--- config.mk ---
export PLATFORM = sky130hd
export DESIGN_NAME = logic_pod_ram_writer
export DESIGN_NICKNAME = d
export VERILOG_FILES = /design/src/rtl/logic_pod_ram_writer.sv
export SDC_FILE = /design/constraint.sdc
export NUM_CORES = 1
export LEC_CHECK = 0
export CAP_MARGIN = 30
export CORE_AREA = 2 2 179 181
export DETAILED_ROUTE_END_ITERATION = 6
export DIE_AREA = 0 0 181 183
export GPL_ROUTABILITY_DRIVEN = 1
export PLACE_DENSITY = 0.67
export SYNTH_ARGS = -nofsm -noshare
export SYNTH_HDL_FRONTEND = slang
export SYNTH_HIERARCHICAL = 1
export SYNTH_SLANG_ARGS = --single-unit
--- constraint.sdc ---
create_clock -name clk_ram -period 2.9 [get_ports clk_ram]
set_input_delay 0.58 -clock clk_ram [delete_from_list [all_inputs] [get_ports clk_ram]]
set_output_delay 0.58 -clock clk_ram [all_outputs]
set_load 0.03 [all_outputs]
--- src/rtl/logic_pod_ram_writer.sv ---
// logic_pod_ram_writer: merges NUM_PODS capture streams into one DRAM write
// port. Round-robin grant, one outstanding write, and a private
// 2^REGION_LOG2-word ring per pod (circular or stop-when-full).

// Per-pod ring pointer and status flags.
module logic_pod_ram_writer_pod #(
  parameter int REGION_LOG2 = 20
) (
  input  logic                   clk_ram,
  input  logic                   rst_n,
  input  logic                   clear,
  input  logic                   complete,
  input  logic                   wrap_mode,
  output logic [REGION_LOG2-1:0] ptr,
  output logic                   wrapped,
  output logic                   full
);

  // Clear beats a same-cycle completion; the pointer wraps to 0 in both modes,
  // one-shot mode additionally latches full so the pod stops being granted.
  always_ff @(posedge clk_ram or negedge rst_n) begin
    if (!rst_n) begin
      ptr     <= '0;
      wrapped <= 1'b0;
      full    <= 1'b0;
    end else if (clear) begin
      ptr     <= '0;
      wrapped <= 1'b0;
      full    <= 1'b0;
    end else if (complete) begin
      ptr <= ptr + REGION_LOG2'(1);
      if (&ptr) begin
        if (wrap_mode) wrapped <= 1'b1;
        else           full    <= 1'b1;
      end
    end
  end

endmodule

module logic_pod_ram_writer #(
  parameter int NUM_PODS    = 2,
  parameter int DATA_WIDTH  = 128,
  parameter int REGION_LOG2 = 20,
  parameter int ADDR_WIDTH  = 24
) (
  input  logic                            clk_ram,
  input  logic                            rst_n,
  input  logic [NUM_PODS-1:0]             pod_valid,
  input  logic [NUM_PODS*DATA_WIDTH-1:0]  pod_data,
  output logic [NUM_PODS-1:0]             pod_ready,
  input  logic [NUM_PODS-1:0]             pod_wrap_mode,
  input  logic [NUM_PODS-1:0]             pod_clear,
  input  logic                            ram_ready,
  output logic                            ram_wr_en,
  output logic [ADDR_WIDTH-1:0]           ram_wr_addr,
  output logic [DATA_WIDTH-1:0]           ram_wr_data,
  input  logic                            ram_wr_done,
  output logic [NUM_PODS*REGION_LOG2-1:0] pod_wr_ptr,
  output logic [NUM_PODS-1:0]             pod_wrapped,
  output logic [NUM_PODS-1:0]             pod_full
);

  localparam int GW = (NUM_PODS > 1) ? $clog2(NUM_PODS) : 1;

  typedef enum logic [1:0] {IDLE, ISSUE, WAIT_DONE} state_t;

  state_t state, state_nxt;

  logic [NUM_PODS-1:0][DATA_WIDTH-1:0]  data_a;
  logic [NUM_PODS-1:0][REGION_LOG2-1:0] ptr_a;
  logic [NUM_PODS-1:0]                  eligible;
  logic [NUM_PODS-1:0]                  pod_complete;
  logic [GW-1:0]                        last_grant;
  logic [GW-1:0]                        grant_q;
  logic [GW-1:0]                        grant_idx;
  logic                                 grant_found;
  logic                                 accept;
  logic                                 complete;
  logic                                 cancel_q;

  assign data_a     = pod_data;
  assign pod_wr_ptr = ptr_a;
  assign eligible   = pod_valid & ~pod_full & ~pod_clear;

  // Round-robin search starting one past the last granted pod.
  always_comb begin
    logic [GW:0] idx;
    idx         = '0;
    grant_found = 1'b0;
    grant_idx   = last_grant;
    for (int k = 1; k <= NUM_PODS; k++) begin
      idx = {1'b0, last_grant} + (GW+1)'(k);
      if (idx >= (GW+1)'(NUM_PODS)) idx = idx - (GW+1)'(NUM_PODS);
      if (!grant_found && eligible[idx[GW-1:0]]) begin
        grant_found = 1'b1;
        grant_idx   = idx[GW-1:0];
      end
    end
  end

  // State register.
  always_ff @(posedge clk_ram or negedge rst_n) begin
    if (!rst_n) state <= IDLE;
    else        state <= state_nxt;
  end

  // Next state and strobes. pod_ready is masked by rst_n so every output
  // reads 0 while reset is held, even with pods presenting data.
  always_comb begin
    state_nxt = state;
    accept    = 1'b0;
    complete  = 1'b0;
    ram_wr_en = 1'b0;
    pod_ready = '0;
    case (state)
      IDLE: begin
        if (ram_ready && grant_found) begin
          accept               = 1'b1;
          pod_ready[grant_idx] = rst_n;
          state_nxt            = ISSUE;
        end
      end
      ISSUE: begin
        ram_wr_en = 1'b1;
        if (ram_wr_done) begin
          complete  = 1'b1;
          state_nxt = IDLE;
        end else begin
          state_nxt = WAIT_DONE;
        end
      end
      WAIT_DONE: begin
        if (ram_wr_done) begin
          complete  = 1'b1;
          state_nxt = IDLE;
        end
      end
      default: state_nxt = IDLE;
    endcase
  end

  // Latch the granted word/address; remember whether the granted pod was
  // cleared while its write was in flight so the completion is dropped.
  always_ff @(posedge clk_ram or negedge rst_n) begin
    if (!rst_n) begin
      ram_wr_addr <= '0;
      ram_wr_data <= '0;
      last_grant  <= GW'(NUM_PODS-1);
      grant_q     <= '0;
      cancel_q    <= 1'b0;
    end else if (accept) begin
      ram_wr_addr <= (ADDR_WIDTH'(grant_idx) << REGION_LOG2) | ADDR_WIDTH'(ptr_a[grant_idx]);
      ram_wr_data <= data_a[grant_idx];
      last_grant  <= grant_idx;
      grant_q     <= grant_idx;
      cancel_q    <= 1'b0;
    end else if (state != IDLE && pod_clear[grant_q]) begin
      cancel_q <= 1'b1;
    end
  end

  // Route the completion to the pod that owns the in-flight write.
  always_comb begin
    pod_complete          = '0;
    pod_complete[grant_q] = complete & ~cancel_q;
  end

  for (genvar i = 0; i < NUM_PODS; i++) begin : g_pod
    logic_pod_ram_writer_pod #(.REGION_LOG2(REGION_LOG2)) u_pod (
      .clk_ram   (clk_ram),
      .rst_n     (rst_n),
      .clear     (pod_clear[i]),
      .complete  (pod_complete[i]),
      .wrap_mode (pod_wrap_mode[i]),
      .ptr       (ptr_a[i]),
      .wrapped   (pod_wrapped[i]),
      .full      (pod_full[i])
    );
  end

endmodule

After elaboration in Yosys (flattened, before gate mapping)
Index checks and enable logic that the tools add are counted.

RAM bits: 0. Bits in read-only memories: 0. Bits of input ports: 266. Register bits: 201. Bits in latches: 0. Logic and storage cells: 117. Output and inout bits: 199. Memories: 0.

Add/sub/neg operators: 6. Multiply operators: 0. Muxes and demuxes: 53. Shift-type cells: 0. Order comparisons: 8. Reduce and logical (&&, ||, !) cells: 23. Div/mod/pow operators: 0. Bitwise logic cells: 9. Eq/ne operators: 6.

Operator list (number): 128-bit two-way mux (2); 20-bit two-way mux (6); 20-bit by 1-bit adder with 20-bit output, second input constant (2); 20-bit AND reduction (2); 1-bit two-way mux (37); 21-bit by 20-bit bitwise OR with 21-bit output (1); 2-bit nonzero test (8); 3-bit AND reduction (4); 2-bit two-way mux (5); 2-bit AND (4); 1-bit by 2-bit < comparator with 1-bit output, second input constant (4); 2-bit case mux with 3 select lines (1); 1-bit logical AND (5); 2-bit >= comparator, second input constant (2); 2-bit by 1-bit inequality test with 1-bit output, second input constant (2); 2-bit inequality test, second input constant (2); 2-bit NOT (2); 1-bit by 1-bit adder with 2-bit output, second input constant (1); 1-bit by 2-bit adder with 2-bit output, second input constant (1); 1-bit demux with 1-bit select (2); 2-bit by 1-bit == test with 1-bit output, second input constant (1); 2-bit == test, second input constant (1); 1-bit >= comparator, second input constant (2); 2-bit logical NOT (1); other kinds (6) (7).

Logic depth before layout (Yosys ltp)
Gate-level depths: netlist of the first run.

Depth in word-level cells: 16. Mapped depth: 9.

By module
The synthesis of the first run kept the hierarchy.

By module, submodules not included: logic_pod_ram_writer (instances 1, cells each 689, seq. area each 3829.9 um^2, area an instance 7188.1 um^2); logic_pod_ram_writer_pod (instances 2, cells each 116, seq. area each 550.5 um^2, area an instance 1112.3 um^2).

Worst setup path after synthesis of the first run
Ideal clock, no wire load.

Path type: input to output. Start point: in pod_clear[1]. End point: out pod_ready[1]. Data required time: 2.320 ns. Slack: 0.502 ns. Arrival: 1.818 ns. Buffers on the path: 0. Stages on the path: 2. Cell sequence: or3b_2 -> a211oi_1.

Longest elaborated chain between the ends: 15.

Ends and longest elaborated chain: from (decl) (line 53) `input logic [NUM_PODS-1:0] pod_clear,`; 2-bit NOT * (line 84) `assign eligible = pod_valid & ~pod_full & ~pod_clear;`; 2-bit AND * (line 84); 1-bit two-way mux (implied by the code) (2 in series) (line 95) `if (!grant_found && eligible[idx[GW-1:0]]) begin`; 1-bit two-way mux (line 95); 1-bit logical NOT (line 95); 1-bit logical AND (line 95); 1-bit two-way mux (line 95); 1-bit by 2-bit < comparator with 1-bit output (implied by the code) / 1-bit >= comparator (equally long branches) (line 120) `pod_ready[grant_idx] = rst_n;`; 1-bit logical AND (implied by the code) (line 120); 1-bit two-way mux (implied by the code) (line 120); 1-bit demux with 1-bit select (line 120); 2-bit AND (no line); 2-bit two-way mux * (line 118) `if (ram_ready && grant_found) begin`; 2-bit two-way mux * (line 116) `case (state)`; to (decl) (line 51) `output logic [NUM_PODS-1:0] pod_ready,`.

Mark *: on every way between the ends. The rest lies on a longest branch, timed or not. The select of a mux whose other input is x is not followed.

Worst setup path in the final report of the first run
Same ends and word-level chain as after synthesis.

==> run_results.csv, run 1 <==
group,metric,value,unit
placed_design,dp_hpwl,25300,microns
routing,totalWireLength,33100,microns
grt,grt_pass1_vias,8597,
synthesis,yosys_warnings,6,
setup_path,cp_data_required_time,2.32,ns
clock_network,cts.path.max_buffers,2,
grt,grt_max_degree,119,
setup_path,reg2regPathDepth,9,
routing,dr.pass1.iters,4,
floorplan,io_pins,465,
setup_path,arrival,2.06,ns
clock_network,cts_tree,"yes",
setup_path,r2r_slack,0.56,ns
sta,clock.fmax,379,MHz
setup_path,crit_end,"pod_ready[1]",
setup_path,crit_fanout,4,
setup_path,worstSetupEndpointType,"output port",
power_and_ir_drop,powerDensity,947,nW/um^2
setup_path,critPathSlowestCell,"or3b_2",
floorplan,row_count,65,
grt,gr-max-usage-layer,"met2",
cells_and_area,syn_to_final_growth,61.9,%
routing,drc_errors,0,
clock_network,clk-insertion-delay-late,0.44,ns
floorplan,core_area,31200,sq um
sta,fin_hold_ws,0.0332,ns
synthesis,postSynthAreaPerCell,10.2,sq um
grt,grt_pass1_wl,50400,microns
cells_and_area,regArea,4930,sq um
clock_network,cts_resized,0,
power_and_ir_drop,p_leak,6.30,nW
routing,viasPerCell,4.82,
clock_network,cts.hold.buffers_added,0,
setup_path,reg2reg_from,"state[1]",
setup_path,path_class,"in -> out",
cells_and_area,nets,1648,
power_and_ir_drop,p_total,0.0144,W
sta,fin_crit_sh,0.909,
sta,setup_tns,0,ns
clock_network,cts.sink_count,197,
run,maxCapViolations,0,
sta,tightest_slew,0.565,ns
routing,ant_nets,0,
cells_and_area,final_cell_mix,"458 x clkdlybuf4s50_1, 196 x dfrtp_1, 187 x nor2_1",
cells_and_area,final_common_cell,"clkdlybuf4s50_1",
clock_network,htree_levels,4,
grt,met1_usage,0.237,
cells_and_area,fill_cells,2902,
grt,met3_usage,0.0725,
synthesis,synth_flop_cell,"dfrtp_1",
sta,slew_headroom,0.623,
placed_design,globalplace.congestion,0.839,
setup_path,slowest_delay,0.55,ns
synthesis,synth_edf_count,0,
run_status,status,"complete, no violations",
floorplan,die-area,33100,sq um
grt,grt_usage,0.197,
floorplan,die_y,183,microns
min_path,hold_path.class,"in -> async",
clock_network,path_clk_slew,0.08,ns
placed_design,io_buffer_count,461,
setup_path,worst-path-buf-inv,2,
clock_network,cts_setup_buffers,0,
synthesis,synthDistinctLibCells,42,
synthesis,synth.cell_area,9410,sq um
sta,fin_skew,0.0133,ns
synthesis,ys_seq_area_frac,0.524,
sta,setup_viol,0,
routing,via_count,8633,
cells_and_area,multi_input_area,4130,sq um
floorplan,start_util,0.301,
routing,wl_per_cell,18.5,microns
sta,hold_viol_final,0,
sta,final_max_slew_viol_count,0,
sta,rsz0062_at_grt,"false",
clock_network,cts_made_buffers,17,
power_and_ir_drop,max-vdd-ir-drop,0.483,mV
floorplan,die_w,181,microns
grt,grt_use_met2,0.330,
setup_path,crit_cells,4,
sta,min_period,2.64,ns
grt,gr-total-overflow,0,
clock_network,cts-root-buf,"clkbuf_16",
setup_path,critPathTopFamily,"buffers and inverters",
setup_path,path_cells,"clkdlybuf4s50_1 > or3b_2 > a211oi_1 > buf_4",
setup_path,cp-start-kind,"primary input",
cells_and_area,drive_gt1_frac,0.0634,
synthesis,syn_inst,921,
routing,drt_iter0_drc,496,
setup_path,r2r-end,"g_pod[0].u_pod/ptr[19]",
grt,antenna_found_initial,1,
setup_path,cp-startpoint,"pod_clear[1]",
synthesis,ys_ff_latch,197,
synthesis,ys_async_sr_fraction,1.00,
[cells in the mapped netlist, types with 4 or more instances]
| cell | instances | share of area |
|---|---|---|
| a21oi_1 | 171 | 0.091 |
| a31o_2 | 4 | 0.0037 |
| buf_2 | 33 | 0.018 |
| buf_4 | 16 | 0.013 |
| clkbuf_1 | 10 | 0.0040 |
| dfrtp_1 | 196 | 0.52 |
| ha_1 | 6 | 0.0080 |
| inv_1 | 4 | 0.0016 |
| mux2i_1 | 150 | 0.16 |
| nand2_1 | 20 | 0.0080 |
| nand2b_1 | 4 | 0.0027 |
| nand3_1 | 7 | 0.0037 |
| nand4_1 | 12 | 0.0080 |
| nor2_1 | 187 | 0.075 |
| nor3_1 | 10 | 0.0053 |
| nor3b_1 | 5 | 0.0040 |
| nor4_1 | 10 | 0.0066 |
| o21ai_0 | 8 | 0.0043 |
| o31ai_1 | 6 | 0.0048 |
| or3_1 | 4 | 0.0027 |
| or3_2 | 4 | 0.0032 |
| or4_1 | 6 | 0.0048 |
| xnor2_1 | 18 | 0.017 |
| xor2_1 | 4 | 0.0037 |
[layout make-up]
type	count	share of cell area
antenna	1	0.000164
timing repair buffer	497	0.331
clock inverter	13	0.0112
tap	402	0.0330
multi-input combinational	659	0.271
clock buffer	19	0.0297
inverter	4	0.000985
sequential	197	0.323
[kinds of logic (layout without fill, tap and decap cells)]
group	Yosys count	in the layout	share of synthesized area
XOR/XNOR	22	22	0.0205
multiplexers	152	152	0.163
AND/OR/NAND/NOR	278	278	0.133
adder cells (fa/ha/maj)	6	6	0.00798
buffers and inverters	67	533	0.0393
other	1	4	0.000398
flip-flops	197	197	0.524
AO/OA/AOI/OAI	198	198	0.112
[state kept, by name, summed over array words and instances, names as in the netlist]
register             flops
g_pod.u_pod/ptr         40
state                    2
last_grant               1
g_pod.u_pod/full         2
grant_q                  1
ram_wr_data            128
cancel_q                 1
g_pod.u_pod/wrapped      2
ram_wr_addr             20
[worst min path at each step]
| stage | endpoint | cells past startpoint |
|---|---|---|
| 2_1_floorplan | cancel_q | 0 |
| 3_3_place_gp | g_pod[1].u_pod/wrapped | 2 |
| 3_5_place_dp | g_pod[1].u_pod/wrapped | 2 |
| 4_1_cts | ram_wr_addr[3] | 1 |
| 5_1_grt | ram_wr_addr[2] | 1 |
| 6_report | ram_wr_addr[2] | 1 |
[through the flow]
step	setup WS (ns)	util	cells	instance area, sq um
detailed placement	0.110	0.467	1758	14600
global placement	0.154	0.467	1758	14600
finish	0.265	0.488	1792	15200
floorplan	0.502	-	923	9420
CTS	0.276	0.487	1790	15200
global route	0.180	0.488	1792	15200
[where the power goes]
group / switching [W] / internal, W
logic: 0.00427 / 0.00322
clock network: 0.00112 / 0.00142
registers: 0.000611 / 0.00380
total: 0.00600 / 0.00844
[per-layer routing]
metal,routed length (microns),part of all wire,vias to the layer above
met1,13500,0.41,4151
met5,0,0,-
met3,2820,0.085,43
met2,16000,0.48,317
li1,-,-,4122
met4,803,0.024,0
[worst register-to-register path: cells and delay by family, from the launching register on]
kind	cells	cell delay, ns
buffers and inverters	2	0.28
AO/OA/AOI/OAI	2	0.27
flip-flops	1	0.39
AND/OR/NAND/NOR	4	1.03
adder cells (fa/ha/maj)	1	0.28
Note: power is estimated with default switching activity, not from simulation.
==> run 2, diff against run 1 <==
Settings changed: SETUP_SLACK_MARGIN set to 0.15.
==> results of run 2 <==
Same layout as run 1: the final DEF is identical, and so are final timing and power.
==> run 3, diff against run 2 <==
Clock period 2.9 ns to 2.8 ns, I/O delays scaled along.
==> run 3 against run 2 <==
  * Routed wire length is 1.7% higher
  * Non-clock buffer count grew 12
  * Register-to-register slack got worse by 0.11 ns
  * Clock skew grew 0.0087 ns
  * Clock power is 6% higher
  * Power is 4.7% higher
  * Sequential cell count did not move
  * Critical path depth is the same
  * Via count is 0.23% higher
  * Combinational power is 5.2% higher
  * Critical endpoint unchanged
  * Largest cell class unchanged
  * Highest routed layer is now met5
==> run_results.csv, run 3 (synthesis results as in run 1) <==
group,metric,value,unit
power_and_ir_drop,max-vdd-ir-drop,0.541,mV
floorplan,core_area,31200,sq um
floorplan,die-area,33100,sq um
setup_path,cp_data_required_time,2.24,ns
cells_and_area,syn_to_final_growth,63.6,%
clock_network,cts_made_buffers,17,
sta,rsz0062_at_grt,"false",
sta,fin_hold_ws,0.511,ns
grt,grt_pass1_wl,51200,microns
power_and_ir_drop,powerDensity,982,nW/um^2
clock_network,cts-root-buf,"clkbuf_16",
cells_and_area,final_cell_mix,"458 x clkdlybuf4s50_1, 196 x dfrtp_1, 187 x nor2_1",
power_and_ir_drop,switching_share,0.420,
cells_and_area,nets,1660,
clock_network,path_clk_slew,0.09,ns
placed_design,globalplace.congestion,0.848,
setup_path,path_class,"in -> out",
floorplan,io_pins,465,
sta,setup_tns,0,ns
min_path,hold_path.class,"in -> async",
routing,ant_nets,0,
floorplan,die_y,183,microns
cells_and_area,drive_gt1_frac,0.0721,
clock_network,htree_levels,4,
power_and_ir_drop,power.share.clock,0.177,
grt,gr-total-overflow,0,
grt,grt_usage,0.200,
power_and_ir_drop,seq_power_share,0.302,
routing,totalWireLength,33700,microns
cells_and_area,final_area,15400,sq um
placed_design,io_buffer_count,461,
sta,hold_viol_final,0,
setup_path,worstSetupEndpointType,"output port",
sta,final_max_slew_viol_count,0,
floorplan,row_count,65,
routing,dr.pass1.iters,5,
cells_and_area,fill_cells,2929,
floorplan,start_util,0.301,
routing,wl_per_cell,18.7,microns
sta,min_period,2.62,ns
routing,viasPerCell,4.80,
sta,setup_viol,0,
placed_design,dp_hpwl,26200,microns
grt,antenna_found_initial,1,
floorplan,die_w,181,microns
routing,drt_iter0_drc,489,
power_and_ir_drop,internal_power,0.00876,W
power_and_ir_drop,p_leak,6.39,nW
placed_design,placedInstanceArea,14700,sq um
grt,grt_max_degree,115,
sta,fin_skew,0.0220,ns
clock_network,clk-insertion-delay-late,0.43,ns
grt,grt_pass1_vias,8797,
run_status,status,"complete, no violations",
power_and_ir_drop,p_switching,0.00636,W
setup_path,cp-start-kind,"primary input",
sta,slew_headroom,0.563,
clock_network,cts.sink_count,197,
power_and_ir_drop,p_comb_frac,0.521,
cells_and_area,num_antenna_cells,0,
cells_and_area,largest_reg_flops,128,
cells_and_area,reg.largest.list,"ram_wr_data: 128 flops, g_pod.u_pod/ptr: 40 flops, ram_wr_addr: 20 flops",
routing,drc_errors,0,
setup_path,arrival,2.06,ns
sta,tightest_slew,0.655,ns
clock_network,cts.path.max_buffers,2,
placed_design,place_inst,1770,
cells_and_area,fin_cells,1803,
routing,via_count,8653,
run,maxCapViolations,0,
sta,clock.fmax,382,MHz
cells_and_area,final_common_cell,"clkdlybuf4s50_1",
cells_and_area,top_register,"ram_wr_data",
setup_path,crit_fanout,4,
sta,fin_crit_sh,0.935,
clock_network,cts_tree,"yes",
run 3: per-stage QoR:
stage	power (W)	utilization	setup slack, ns
after CTS	0.0153	0.493	0.157
after global routing	0.0159	0.493	0.131
after detailed placement	0.0126	0.472	0.0713
after global placement	0.0124	0.471	0.0639
final	0.0151	0.493	0.183
after floorplan	0.00891	-	0.442
run 3: final cells by class:
class,instances,area (sq um),share of cell area
flip-flops and latches,197,4930,0.320
well taps,402,503,0.0327
clock buffers,18,439,0.0285
clock inverters,14,208,0.0135
inverters,4,15.0,0.000975
repair buffers,509,5170,0.336
multi-input cells,659,4130,0.268
run 3: repair_timing:
| item | 4_1_cts | 5_1_grt |
|---|---|---|
| gates resized for setup | 0 | 2 |
| endpoints found under the hold margin | 10 | 0 |
| hold buffers | 1 | 0 |
| buffers inserted | 0 | 0 |
| setup endpoints to repair | 0 | 1 |
run 3: path summary, 6_finish.rpt:
path,cells after the start,start,end,slack (ns)
worst max-delay path,4,pod_clear[1],pod_ready[1],0.18
worst min-delay path,2,rst_n,ram_wr_data[115],0.51
worst max register to register,8,state[1],g_pod[1].u_pod/ptr[17],0.45
worst min register to register,2,g_pod[1].u_pod/wrapped,g_pod[1].u_pod/wrapped,0.51
max in group asynchronous,3,rst_n,ram_wr_data[76],1.40
min in group clk_ram,2,g_pod[1].u_pod/wrapped,g_pod[1].u_pod/wrapped,0.51
run 3: metal layers:
metal  part of all wire  track usage  wire length, microns
met2               0.49        0.344                 16600
met5            0.00042            0                    14
met3              0.080       0.0693                  2690
met1               0.41        0.239                 13700
met4              0.023       0.0569                   766
run 3: power groups by stage:
stage          sequential, W  clock [W]  combinational (W)
2_1_floorplan        0.00665          0            0.00225
3_3_place_gp         0.00457          0            0.00785
3_5_place_dp         0.00461          0            0.00795
4_1_cts              0.00457    0.00278            0.00797
5_1_grt              0.00470    0.00289            0.00835
6_report             0.00456    0.00268            0.00788
run 3: critical path, cell delays in order:
cell	delay, ns
clkdlybuf4s50_1	0.48
or3b_2	0.55
a211oi_1	0.25
buf_4	0.22
